===== config.mk =====
export PLATFORM = sky130hd
export DESIGN_NAME = out_min_pulse_shaper
export DESIGN_NICKNAME = d
export VERILOG_FILES = /design/src/rtl/out_min_pulse_shaper.sv
export SDC_FILE = /design/constraint.sdc
export NUM_CORES = 1
export LEC_CHECK = 0
export CAP_MARGIN = 5
export CORE_MARGIN = 2
export CORE_UTILIZATION = 36
export CTS_BUF_LIST = sky130_fd_sc_hd__clkbuf_16
export CTS_CLUSTER_DIAMETER = 120
export DETAILED_ROUTE_END_ITERATION = 6
export PLACE_DENSITY = 0.72
export SYNTH_ARGS = -nofsm -noshare
export SYNTH_HDL_FRONTEND = slang
export SYNTH_SLANG_ARGS = --single-unit

===== constraint.sdc =====
create_clock -name clk_i -period 1.6 [get_ports clk_i]
set_input_delay 0.16 -clock clk_i [delete_from_list [all_inputs] [get_ports clk_i]]
set_output_delay 0.16 -clock clk_i [all_outputs]
set_load 0.1 [all_outputs]

===== src/rtl/out_min_pulse_shaper.sv =====
// Output pin shaper: enforces minimum high/low times and coalesces requests made during a hold window.
// Define OUT_SHAPER_STATS_EN to build the saturating toggle/drop statistics counters.
module out_min_pulse_shaper #(
    parameter int CNT_WIDTH   = 4,
    parameter int MIN_HIGH    = 4,
    parameter int MIN_LOW     = 3,
    parameter bit RESET_LEVEL = 1'b0,
    parameter int STAT_WIDTH  = 8
) (
    input  logic                  clk_i,
    input  logic                  rst_i,
    input  logic                  level_i,
    output logic                  pin_o,
    output logic                  busy_o,
    output logic                  pending_o,
    output logic                  drop_o,
    output logic [STAT_WIDTH-1:0] toggle_cnt_o,
    output logic [STAT_WIDTH-1:0] drop_cnt_o
);

    typedef enum logic {
        ST_STABLE = 1'b0,
        ST_HOLD   = 1'b1
    } state_t;

    localparam logic [CNT_WIDTH-1:0] LOAD_HIGH = CNT_WIDTH'(MIN_HIGH - 1);
    localparam logic [CNT_WIDTH-1:0] LOAD_LOW  = CNT_WIDTH'(MIN_LOW - 1);

    state_t               r_state;
    state_t               w_stateNext;
    logic [CNT_WIDTH-1:0] r_cnt;
    logic [CNT_WIDTH-1:0] w_cntNext;
    logic                 r_pin;
    logic                 w_pinNext;
    logic                 r_pendPrev;
    logic                 r_drop;
    logic                 w_dropNext;
    logic                 w_eligible;
    logic                 w_pending;
    logic                 w_toggle;

    // The hold counter is loaded with MIN-1 so the last held cycle is itself eligible.
    always_comb begin
        w_eligible  = (r_state == ST_STABLE) || (r_cnt == '0);
        w_pending   = (level_i != r_pin) && !w_eligible;
        w_toggle    = w_eligible && (level_i != r_pin);
        w_dropNext  = r_pendPrev && (level_i == r_pin) && !w_eligible;
        w_stateNext = r_state;
        w_cntNext   = r_cnt;
        w_pinNext   = r_pin;
        if (w_toggle) begin
            w_pinNext   = !r_pin;
            w_stateNext = ST_HOLD;
            w_cntNext   = r_pin ? LOAD_LOW : LOAD_HIGH;
        end else if (w_eligible) begin
            w_stateNext = ST_STABLE;
            w_cntNext   = '0;
        end else begin
            w_cntNext   = r_cnt - 1'b1;
        end
    end

    always_ff @(posedge clk_i or posedge rst_i) begin
        if (rst_i) begin
            r_state    <= ST_STABLE;
            r_cnt      <= '0;
            r_pin      <= RESET_LEVEL;
            r_pendPrev <= 1'b0;
            r_drop     <= 1'b0;
        end else begin
            r_state    <= w_stateNext;
            r_cnt      <= w_cntNext;
            r_pin      <= w_pinNext;
            r_pendPrev <= w_pending;
            r_drop     <= w_dropNext;
        end
    end

    assign pin_o     = r_pin;
    assign busy_o    = (r_state == ST_HOLD) && (r_cnt != '0);
    assign pending_o = w_pending;
    assign drop_o    = r_drop;

`ifdef OUT_SHAPER_STATS_EN
    logic [STAT_WIDTH-1:0] r_togCnt;
    logic [STAT_WIDTH-1:0] r_dropCnt;

    // Both statistics counters stick at all-ones instead of wrapping.
    always_ff @(posedge clk_i or posedge rst_i) begin
        if (rst_i) begin
            r_togCnt  <= '0;
            r_dropCnt <= '0;
        end else begin
            if (w_toggle && (r_togCnt != '1)) begin
                r_togCnt <= r_togCnt + 1'b1;
            end
            if (w_dropNext && (r_dropCnt != '1)) begin
                r_dropCnt <= r_dropCnt + 1'b1;
            end
        end
    end

    assign toggle_cnt_o = r_togCnt;
    assign drop_cnt_o   = r_dropCnt;
`else
    assign toggle_cnt_o = '0;
    assign drop_cnt_o   = '0;
`endif

endmodule


==> impl_results.md <==
- Hold Buf Count CTS: 0
- Top cells by count, synth: 16 x buf_4, 8 x dfrtp_1, 5 x inv_1
- Ys async rst share: 1.000
- I/O pin cnt: 23
- Wire length on met1: 267 um
- Inst Count DP: 68
- Root buffer cell: clkbuf_16
- Post-synthesis sequential area ratio: 0.4134
- CP Max Fanout: 4
- Status: complete, no violations
- Clk buf depth: 2
- Num CTS Buffers: 3
- Fin cells: 80
- Post-DRT Antenna Nets: 0
- Design Area, Final: 706.9 sq um
- Largest area contributor in the netlist: dfrtp_1
- Die width: 40.68 um
- Setup CP Type: flip-flop to output port
- Vias in the first global route: 296
- Top layer in use: met4
- Worst EP required: 1440 ps
- Starting density of the core: 0.3768
- I/O Buffers: 6
- Arrival @ worst endpoint: 1420 ps
- Fraction of layout cells with a size suffix above 1: 0.3846
- RSZ-0062 raised after global routing: true
- Worst Setup End Kind: output port
- 1st-iter DRT viols: 2
- Final Hold Fails: 0
- Fmax: 631.8 MHz
- Worst min path class: input port to async pin
- Primary FF master, synth: dfrtp_1
- Final setup violation count: 0
- Flop2flop setup slack: 90 ps
- Residual DRC: 0
- Number of antenna violations at the first check in global routing: 0
- GRT Residual Overflow: 0
- DR vias/cell: 3.975
- Synth top area cells: dfrtp_1 41%, buf_4 25%, xnor2_1 5.4%
- Max Cap Viol: 0
- Pin count of the biggest net entering global routing: 9
- Total track usage: 0.1339
- Period minus WS final: 1583 ps
- WL met3: 71 um
- Fin Clk Skew: 3.683 ps
- Top cell type's share of synthesized area: 0.4134
- H-Tree Depth: 1
- Final period util: 0.9893
- Most common cell in the netlist: buf_4
- DP Area: 555.5 sq um
- Startpoint types: flip-flop
- Post-Syn Instances: 47
- Net count, final: 71
- Area growth syn-to-layout: 45.99%
- Die extent in y: 40.68 um
- Row count: 13
- Post-synth cell types: 13
- Vias post-DR: 318
- Routability cong.: 0.7242
- R2r startpoint: r_cnt[0]
- N_diodes: 0
- DP HPWL: 504.8 um
- Yosys reg bits: 8
- Core region area: 1285 sq um
- Synth warnings: 0
- Critical R2R Capture: pin_o
- Syn avg cell area: 10.30 sq um
- Mapped Area: 484.2 sq um
- Routed wire length: 746 um
- CTS tree: done
- Clock Latency Late Sink: 230 ps
- 1st-pass router iterations: 2
- Slew Limit Fails: 0
- WL met2: 377 um
- First-pass GRT wire length: 1283 um
- Die ar.: 1654 sq um
- Number of synthesized flops with an enable pin: 0
- Clk sinks: 8
- Clock-pin transition on the worst setup and hold timing paths: 40 ps
- Wire length per cell: 9.325 um
- Reg2Reg Depth: 6
## cell families after synthesis
| family | synth area share |
|---|---|
| XOR/XNOR | 0.05427 |
| AND/OR/NAND/NOR | 0.06976 |
| buffers and inverters | 0.2868 |
| flip-flops | 0.4134 |
| other | 0.007745 |
| AO/OA/AOI/OAI | 0.04393 |
| adder cells (fa/ha/maj) | 0.05167 |
| multiplexers | 0.07234 |
## how the worst max path moves through the flow
stage                     endpoint  cells past startpoint      from  slack (ps)
after floorplan             busy_o                      5  r_cnt[0]         -90
after global placement      busy_o                      6  r_cnt[0]          90
after detailed placement    busy_o                      6  r_cnt[0]         100
after CTS                   busy_o                      6  r_cnt[1]         -30
after global routing        busy_o                      6  r_cnt[1]         -50
final                       busy_o                      6  r_cnt[0]          20
## worst max-delay path: stages (launching register included)
cell     delay (ps)
dfrtp_1         390
inv_2            90
ha_4            120
inv_2            30
o31ai_4         300
inv_2            80
buf_12          170
## placed cells by master, fill, tap and decap left out
cell type	synthesis	routed
nor3_1	1	1
dfrtp_2	0	1
xnor2_1	3	3
o31ai_4	1	1
inv_1	5	2
nand2_1	2	2
nand2b_1	1	1
mux2_4	1	1
ha_1	2	1
buf_12	0	4
conb_1	1	16
ha_4	0	1
inv_2	0	4
clkbuf_16	0	3
mux2i_1	2	2
clkdlybuf4s50_1	0	2
dfrtp_1	8	7
nor2_4	0	1
nor2_1	4	3
buf_4	16	9
## cell type report
| type | instances | area [sq um] |
|---|---|---|
| Fill cell | 121 | 578.1 |
| Multi-Input combinational cell | 33 | 221.5 |
| Sequential cell | 8 | 201.4 |
| Timing Repair Buffer | 15 | 167.7 |
| Clock buffer | 3 | 75.07 |
| Inverter | 5 | 18.77 |
| Tap cell | 15 | 18.77 |
| Clock inverter | 1 | 3.754 |
## sequential cells by signal, summed over array words and instances (netlist names)
register	cells
r_cnt	4
drop_o	1
pin_o	1
r_pendPrev	1
r_state	1
## what timing repair did
action	CTS	global route
hold endpoints to repair	0	0
pin swaps	3	1
buffers inserted	7	1
gates resized for setup	6	0
endpoints found under the setup margin	2	5
## per-layer routing
layer,GRT usage,vias up
li1,-,148
met1,0.1293,147
met2,0.2024,19
met3,0.07065,4
met4,0.1250,0
met5,0,-
## per-stage QoR
step / TNS [ps] / worst slack, ps / util / hold slack [ps]
after floorplan: -130.2 / -94.03 / - / -24.41
after global placement: 0 / 90.21 / 0.4323 / 427.2
after detailed placement: 0 / 98.61 / 0.4323 / 428.5
after CTS: -43.26 / -27.20 / 0.5443 / 186.9
after global routing: -114.5 / -50.70 / 0.5501 / 216.5
final: 0 / 17.15 / 0.5501 / 176.4
Power is not shown: default switching activity piles up to over one toggle a cycle in this logic, so the estimate is an artifact.
